==> src/rtl/lpc_io_target.sv <==
// LPC I/O target: decodes host I/O cycles from lpc_periph, serves a small register bank,
// captures port-80h POST codes into a FIFO and drives the IRQ number/request back upstream.
module lpc_io_target #(
    parameter logic [15:0] BASE_ADDR   = 16'h0F00,
    parameter logic [15:0] POST_ADDR   = 16'h0080,
    parameter int unsigned FIFO_AW     = 4,
    parameter int unsigned WAIT_STATES = 2
) (
    input  logic        clk_i,
    input  logic        rst_i,
    input  logic [15:0] lpc_addr_i,
    input  logic [7:0]  lpc_wdata_i,
    input  logic        lpc_data_wr_i,
    output logic        lpc_wr_done_o,
    input  logic        lpc_data_req_i,
    output logic        lpc_data_rd_o,
    output logic [7:0]  lpc_rdata_o,
    output logic [3:0]  irq_num_o,
    output logic        interrupt_o,
    output logic [7:0]  post_data_o,
    output logic        post_valid_o,
    input  logic        post_pop_i,
    input  logic        doorbell_i
);

    localparam int unsigned   DEPTH   = 1 << FIFO_AW;
    localparam int unsigned   CW      = FIFO_AW + 1;
    localparam logic [CW-1:0] DEPTH_C = CW'(DEPTH);
    localparam logic [3:0]    WAIT_C  = 4'(WAIT_STATES);

    typedef enum logic [2:0] {
        S_IDLE,
        S_WR_WAIT,
        S_WR_ACK,
        S_RD_WAIT,
        S_RD_ACK
    } state_t;

    state_t               r_state;
    logic [3:0]           r_cnt;

    logic [7:0]           r_scratch0;
    logic [7:0]           r_scratch1;
    logic                 r_irq_en;
    logic [3:0]           r_irq_num;
    logic                 r_pending;
    logic                 r_ovf;
    logic [7:0]           r_last_post;

    logic [7:0]           r_mem [DEPTH];
    logic [FIFO_AW-1:0]   r_wptr;
    logic [FIFO_AW-1:0]   r_rptr;
    logic [CW-1:0]        r_count;

    logic                 w_win_hit;
    logic                 w_post_hit;
    logic [2:0]           w_off;
    logic                 w_full;
    logic                 w_empty;
    logic [7:0]           w_rdata;
    logic                 w_commit;
    logic                 w_reg_wr;
    logic                 w_push;
    logic                 w_pop;
    logic                 w_push_ok;
    logic                 w_ovf_set;
    logic                 w_ovf_clr;
    logic                 w_pend_clr;

    assign w_win_hit  = (lpc_addr_i[15:3] == BASE_ADDR[15:3]);
    assign w_post_hit = (lpc_addr_i == POST_ADDR);
    assign w_off      = lpc_addr_i[2:0];
    assign w_full     = (r_count == DEPTH_C);
    assign w_empty    = (r_count == '0);

    // A write takes effect only on the edge that raises the ack
    assign w_commit   = (r_state == S_WR_WAIT) && lpc_data_wr_i && (r_cnt == 4'd0);
    assign w_reg_wr   = w_commit && w_win_hit;
    assign w_push     = w_commit && !w_win_hit && w_post_hit;
    assign w_pop      = post_pop_i && !w_empty;
    assign w_push_ok  = w_push && (!w_full || w_pop);
    assign w_ovf_set  = w_push && w_full && !w_pop;
    assign w_ovf_clr  = w_reg_wr && (w_off == 3'd2) && lpc_wdata_i[5];
    assign w_pend_clr = w_reg_wr && (w_off == 3'd4) && lpc_wdata_i[0];

    assign irq_num_o    = r_irq_num;
    assign post_data_o  = r_mem[r_rptr];
    assign post_valid_o = !w_empty;

    // Read data selected by the current address
    always_comb begin
        w_rdata = 8'hFF;
        if (w_win_hit) begin
            case (w_off)
                3'd0:    w_rdata = r_scratch0;
                3'd1:    w_rdata = r_scratch1;
                3'd2:    w_rdata = {w_full, w_empty, r_ovf, 5'(r_count)};
                3'd3:    w_rdata = {r_irq_en, 3'b000, r_irq_num};
                3'd4:    w_rdata = {7'b0000000, r_pending};
                3'd5:    w_rdata = 8'hA5;
                default: w_rdata = 8'hFF;
            endcase
        end else if (w_post_hit) begin
            w_rdata = r_last_post;
        end
    end

    // Bus handshake FSM
    always_ff @(posedge clk_i) begin
        if (rst_i) begin
            r_state       <= S_IDLE;
            r_cnt         <= 4'd0;
            lpc_wr_done_o <= 1'b0;
            lpc_data_rd_o <= 1'b0;
            lpc_rdata_o   <= 8'h00;
        end else begin
            case (r_state)
                S_IDLE: begin
                    if (lpc_data_wr_i) begin
                        r_state <= S_WR_WAIT;
                        r_cnt   <= WAIT_C;
                    end else if (lpc_data_req_i) begin
                        r_state <= S_RD_WAIT;
                        r_cnt   <= WAIT_C;
                    end
                end
                S_WR_WAIT: begin
                    if (!lpc_data_wr_i) begin
                        r_state <= S_IDLE;
                    end else if (r_cnt == 4'd0) begin
                        lpc_wr_done_o <= 1'b1;
                        r_state       <= S_WR_ACK;
                    end else begin
                        r_cnt <= r_cnt - 4'd1;
                    end
                end
                S_WR_ACK: begin
                    if (!lpc_data_wr_i) begin
                        lpc_wr_done_o <= 1'b0;
                        r_state       <= S_IDLE;
                    end
                end
                S_RD_WAIT: begin
                    if (!lpc_data_req_i) begin
                        r_state <= S_IDLE;
                    end else if (r_cnt == 4'd0) begin
                        lpc_rdata_o   <= w_rdata;
                        lpc_data_rd_o <= 1'b1;
                        r_state       <= S_RD_ACK;
                    end else begin
                        r_cnt <= r_cnt - 4'd1;
                    end
                end
                S_RD_ACK: begin
                    if (!lpc_data_req_i) begin
                        lpc_data_rd_o <= 1'b0;
                        r_state       <= S_IDLE;
                    end
                end
                default: r_state <= S_IDLE;
            endcase
        end
    end

    // Register bank, POST FIFO and interrupt request
    always_ff @(posedge clk_i) begin
        if (rst_i) begin
            r_scratch0  <= 8'h00;
            r_scratch1  <= 8'h00;
            r_irq_en    <= 1'b0;
            r_irq_num   <= 4'd0;
            r_pending   <= 1'b0;
            r_ovf       <= 1'b0;
            r_last_post <= 8'h00;
            r_wptr      <= '0;
            r_rptr      <= '0;
            r_count     <= '0;
            interrupt_o <= 1'b0;
            for (int unsigned i = 0; i < DEPTH; i++) begin
                r_mem[i] <= 8'h00;
            end
        end else begin
            if (w_reg_wr) begin
                case (w_off)
                    3'd0: r_scratch0 <= lpc_wdata_i;
                    3'd1: r_scratch1 <= lpc_wdata_i;
                    3'd3: begin
                        r_irq_en  <= lpc_wdata_i[7];
                        r_irq_num <= lpc_wdata_i[3:0];
                    end
                    default: ;
                endcase
            end

            // Doorbell wins over a same-cycle W1C clear
            r_pending   <= (r_pending & ~w_pend_clr) | doorbell_i;
            r_ovf       <= (r_ovf & ~w_ovf_clr) | w_ovf_set;
            interrupt_o <= r_irq_en & r_pending;

            if (w_push) begin
                r_last_post <= lpc_wdata_i;
            end
            if (w_push_ok) begin
                r_mem[r_wptr] <= lpc_wdata_i;
                r_wptr        <= r_wptr + FIFO_AW'(1);
            end
            if (w_pop) begin
                r_rptr <= r_rptr + FIFO_AW'(1);
            end
            if (w_push_ok && !w_pop) begin
                r_count <= r_count + CW'(1);
            end else if (w_pop && !w_push_ok) begin
                r_count <= r_count - CW'(1);
            end
        end
    end

endmodule

==> config.mk <==
export PLATFORM = sky130hd
export DESIGN_NAME = lpc_io_target
export DESIGN_NICKNAME = d
export VERILOG_FILES = /design/src/rtl/lpc_io_target.sv
export SDC_FILE = /design/constraint.sdc
export NUM_CORES = 1
export LEC_CHECK = 0
export CAP_MARGIN = 20
export CORE_MARGIN = 4
export CORE_UTILIZATION = 35
export DETAILED_ROUTE_END_ITERATION = 6
export PLACE_DENSITY = 0.64
export SLEW_MARGIN = 5
export SYNTH_ARGS = -nofsm -noshare
export SYNTH_HDL_FRONTEND = slang
export SYNTH_SLANG_ARGS = --single-unit
==> constraint.sdc <==
create_clock -name clk_i -period 5 [get_ports clk_i]
set_input_delay 1 -clock clk_i [delete_from_list [all_inputs] [get_ports clk_i]]
set_output_delay 1 -clock clk_i [all_outputs]
set_load 0.1 [all_outputs]
; Word level (Yosys, flattened, before mapping)
; Memory sizes are Yosys's and may differ from the RTL's. A register that Yosys moved wholly into a read port is not among the register bits.
; Cells that the tools add are included.
; W data, S select, Z words.
[op_classes]
add_sub_neg = 5
n_eq_ne = 21
muxes = 37
bitwise_logic = 7
n_reduce_logical = 38
[ops]
columns = op, n
row1 = $pmux W8 S6, 1
row2 = $mux W4, 8
row3 = $mux W3, 8
row4 = $mux W8, 3
row5 = $eq A16 B8 Y1 const B, 1
row6 = $logic_and A1 B1 Y1, 15
row7 = $pmux W3 S5, 1
row8 = $eq A13 B9 Y1 const B, 1
row9 = $eq A3 B2 Y1 const B, 4
row10 = $pmux W4 S3, 1
row11 = $reduce_and A4 Y1, 3
row12 = $mux W1, 11
row13 = $mux W5, 2
row14 = $ne A2 B2 Y1 const B, 5
row15 = $eq A3 B3 Y1 const B, 3
row16 = $add A4 B1 Y4 const B, 2
row17 = $reduce_or A8 Y1, 1
row18 = $eq A3 B1 Y1 const B, 2
row19 = $logic_not A3 Y1, 2
row20 = $ne A3 B3 Y1 const B, 2
row21 = $reduce_and A2 Y1, 3
row22 = $reduce_bool A2 Y1, 3
row23 = $add A5 B1 Y5 const B, 1
row24 = $eq A5 B5 Y1 const B, 1
row25 = 15 further kinds, 24
[totals]
regBits = 62
mem_bits_rw = 128
in_bits = 30
output_inout_bits = 24
word_cells = 125
n_memories = 1
[mem_list]
columns = name, words, width, read_ports, rd_ports_with_merged_regs, wr, line
row1 = r_mem, 16, 8, 1, 1, 16, 50  ; logic [7:0] r_mem [DEPTH];

; Logic depth before layout (Yosys ltp)
[depth]
ltp_word = 11
mapped_depth = 13
mapped_depth_nobuf = 12

; Least setup slack after synthesis
; OpenSTA, ideal clock, no wires.
[synth_path]
path_kind = input port to flip-flop
from = in lpc_addr_i[0]
to = reg r_count[4]
setup_ns = 0.121
arrival_time_ns = 3.783
required_ns = 4.879
path_slack_ns = 1.096
stages = 12
path_buffers = 2
cell_sequence = buf_2 -> nor4_1 -> nand4_2 -> nor3_4 -> buf_6 -> ha_1 -> inv_1 -> fa_1 -> a21o_1 -> a21oi_1 -> mux2i_1 -> mux2_2
[synth_via]
elab_chain_len = 6
elab_cells_between_ends = 8
classes_between = eq/ne: 1 / mux: 1 / reduce/logical: 6
[synth_lines]
columns = element, line
row1 = start: declaration, 11  ; input logic [15:0] lpc_addr_i,
row2 = $eq A16 B8 Y1 (*), 71  ; assign w_post_hit = (lpc_addr_i == POST_ADDR);
row3 = $logic_and A1 B1 Y1 (*), 79  ; assign w_push = w_commit && !w_win_hit && w_post_hit;
row4 = $logic_and A1 B1 Y1 (*), 81  ; assign w_push_ok = w_push && (!w_full || w_pop);
row5 = $logic_not A1 Y1, 212  ; end else if (w_pop && !w_push_ok) begin
row6 = $logic_and A1 B1 Y1, 212
row7 = $reduce_bool A2 Y1 (no source line), --
row8 = end signal: assignment, 211  ; r_count <= r_count + CW'(1);
row9 = end signal: assignment, 213  ; r_count <= r_count - CW'(1);
row10 = end: declaration, 53  ; logic [CW-1:0] r_count;
; Mark *: on every way between the ends. The rest lies on a longest branch, timed or not.
; A chain may end at the register's enable or synchronous reset.

==> flow_metrics.env <==
export IMPL_status="complete, no violations"
export IMPL_cp_required_ns=4.00
export IMPL_slew_violations=0
export IMPL_fin_util_pct=40.42
export IMPL_dp_slack_ns=0.6901
export IMPL_cts_hold_buf=0
export IMPL_fp_dieH_um=170.5
export IMPL_synth_area_leaders="edfxtp_1 42%, dfxtp_1 14%, mux4_2 10%, nor2_1 6.1%, a21oi_1 2.4%"
export IMPL_clk_path_buf_depth=2
export IMPL_p_comb_share_pct=22.6
export IMPL_mostFrequentLayoutCells="150 x nor2_1, 128 x edfxtp_1, 65 x dfxtp_1, 44 x a21oi_1, 44 x clkdlybuf4s50_1"
export IMPL_cts_root_buf="clkbuf_16"
export IMPL_wl_mm=23.62
export IMPL_avgRoutedWirePerCell_um=20.56
export IMPL_cp_start_kind="flip-flop"
export IMPL_setup_slack_ns=1.093
export IMPL_row_count=59
export IMPL_core_area_mm2=0.02598
export IMPL_htreeDepth=4
export IMPL_synth_cells=781
export IMPL_layout_commonest_cell="nor2_1"
export IMPL_worst_setup_path_type="reg -> out"
export IMPL_drt_iter0_drc=721
export IMPL_portBuffers=53
export IMPL_drc_errors=0
export IMPL_clock_latency_ns=0.44
export IMPL_grtUsageTotal_pct=16.42
export IMPL_antenna_found_initial=1
export IMPL_yosysUniqueCellTypes=53
export IMPL_cap_violations=0
export IMPL_antenna_cells=0
export IMPL_area_growth_pct=13.63
export IMPL_cts_tree="done"
export IMPL_synthesis_area_mm2=0.009243
export IMPL_stdcell_area_mm2=0.01050
export IMPL_rr_worst_depth=9
export IMPL_powerDensity_mw_per_mm2=404.9
export IMPL_cp_cell_sequence="buf_4, mux4_2, mux4_2, buf_4"
export IMPL_ios=54
export IMPL_grt_overflow=0
export IMPL_die_area_mm2=0.02907
export IMPL_cts_buffers=17
export IMPL_dpl_cell_area_mm2=0.009906
export IMPL_finalSetupViolCount=0
export IMPL_post_route_period_util_pct=78.14
export IMPL_slew_headroom_pct=31.51
export IMPL_min_path_type="reg -> reg"
export IMPL_finClkSkew_ns=0.01177
export IMPL_slowest_stage="dfxtp_2"
export IMPL_final_nets=843
export IMPL_synthFlopType="edfxtp_1"
export IMPL_dp_hpwl_mm=14.91
export IMPL_rsz0062_at_grt="no"
export IMPL_avgViaCountPerCell=5.536
export IMPL_tightest_slew_ns=1.024
export IMPL_tns_ns=0
export IMPL_yosysTopAreaCellShare_pct=41.59
export IMPL_drive_gt1_share_pct=15.97
export IMPL_initial_utilization_pct=35.57
export IMPL_ys_ff_latch=194
export IMPL_firstDrtPassIters=5
export IMPL_cts_clk_slew_worst_paths_ns=0.07
export IMPL_power_internal_mw=2.913
export IMPL_yosysWarnings=0
export IMPL_holdWs_ns=0.4670
export IMPL_swShare_pct=31.51
export IMPL_fin_crit_ns=3.907
export IMPL_die_x_um=170.5
export IMPL_grt_pass1_vias=6315
export IMPL_avgSynthCellArea_um2=11.83
export IMPL_synth_edf_count=128
export IMPL_synth_nets=823
export IMPL_grt_pass1_wl_mm=36.49
export IMPL_hold_path_cell_count=1
export IMPL_ir_worst_vdd_uv=272.4
export IMPL_cts_setup_buffers=0
export IMPL_pwr_share_clk_pct=33.0
export IMPL_critPathArrivalTime_ns=2.91
export IMPL_fmaxAchievable_mhz=255.9
export IMPL_max_stage_delay_ns=0.88
export IMPL_p_seq_share_pct=44.4
export IMPL_yosysTopAreaCell="edfxtp_1"
export IMPL_fillerInstances=2493
export IMPL_p_switching_mw=1.340
export IMPL_cts_resized=0
export IMPL_place_gp_congestion=0.8079
export IMPL_via_count=6361
export IMPL_clock_sinks=194
export IMPL_grt_start_max_net_pins=40
export IMPL_total_leakage_power_nw=3.320
export IMPL_cp_max_fo=23
export IMPL_seq_area_frac_synth_pct=55.88
export IMPL_synth_async_sr_flop_share_pct=0
export IMPL_route_antenna_remaining_nets=0
export IMPL_final_hold_violation_count=0
export IMPL_endpoint_kind="primary output"
## worst paths after layout
kind / slack [ns] / endpoint / from
max reg2reg: 1.67 / r_count[4] / r_count[0]
max: 1.09 / post_data_o[0] / flip-flop
min reg2reg: 0.47 / lpc_rdata_o[3] / lpc_rdata_o[3]
min: 0.47 / lpc_rdata_o[3] / lpc_rdata_o[3]
## cells by family after synthesis
kind of cell / after synthesis / synth area share (%)
xor gates and xnor gates: 5 / 0.4738
DFF: 194 / 55.88
muxes: 57 / 12.03
buffers and inverters: 78 / 4.508
adders and majority gates: 12 / 1.706
and+or+nand+nor: 299 / 16.26
AOI/OAI and AO/OA: 136 / 9.137
## layout make-up
class                           instances  area, um^2  area share, %
Sequential cell                       194        5166          49.19
Tap cell                              335       419.2          3.991
Multi-Input combinational cell        509        3661          34.86
Inverter                               11       41.29         0.3931
Clock buffer                           18       429.2          4.086
Clock inverter                         14       167.7          1.596
Timing Repair Buffer                   68       618.1          5.885
## power by group through the flow
stage,logic (mW),registers [mW],clock network (mW)
final,0.962,1.89,1.40
after global routing,1.02,1.91,1.49
after CTS,0.971,1.89,1.41
after detailed placement,0.969,1.93,0
after global placement,0.962,1.92,0
after floorplan,0.731,1.90,0
## through the flow
stage / std cells / total power [mW]
finish: 1149 / 4.252
global route: 1149 / 4.413
CTS: 1149 / 4.277
detailed placement: 1117 / 2.896
global placement: 1117 / 2.887
floorplan: 781 / 2.636
## layer usage
layer	share of wire, %	routed length (um)	GRT usage, %	vias up
met3	6.3	1479	3.420	27
met2	48	11440	26.43	210
met1	43	10260	22.65	3180
met4	1.8	423	4.688	2
li1	-	-	-	2942
met5	0.051	12	0	-
## critical path: cells and delay by family (launching register included)
kind | cells | cell delay (ns)
mux | 2 | 1.00
flops | 1 | 0.88
buf+inv | 2 | 0.57
## state kept, by name, summed over array words and instances, names as in the netlist, 4 cells and up, named ones only
name	flops
irq_num_o	4
r_count	5
r_scratch0	8
r_last_post	8
r_rptr	4
r_cnt	4
r_scratch1	8
lpc_rdata_o	8
r_mem	128
r_wptr	4
## cell usage after synthesis, types with 3 or more instances
cell type and n:
nand2b_1 7, mux2_2 3, mux2i_1 11, buf_6 14
nand4_1 25, or4_1 4, dfxtp_1 66, clkbuf_2 5
nor2_1 150, nor2b_1 9, ha_1 11, a31o_2 16
clkbuf_1 33, a21o_1 4, inv_1 11, o21ai_0 38
xor2_1 4, nor4b_1 3, and2_1 4, nor3b_1 3
edfxtp_1 128, nand3_1 16, nor3_1 8, a211oi_1 9
buf_2 10, mux4_2 43, nand4_4 4, nor4_1 5
and4_1 3, o31ai_1 6, o2bb2ai_1 8, buf_1 5
a21oi_1 44, o211ai_1 3, nand2_1 43
Note: power is estimated with default switching activity, not from simulation.
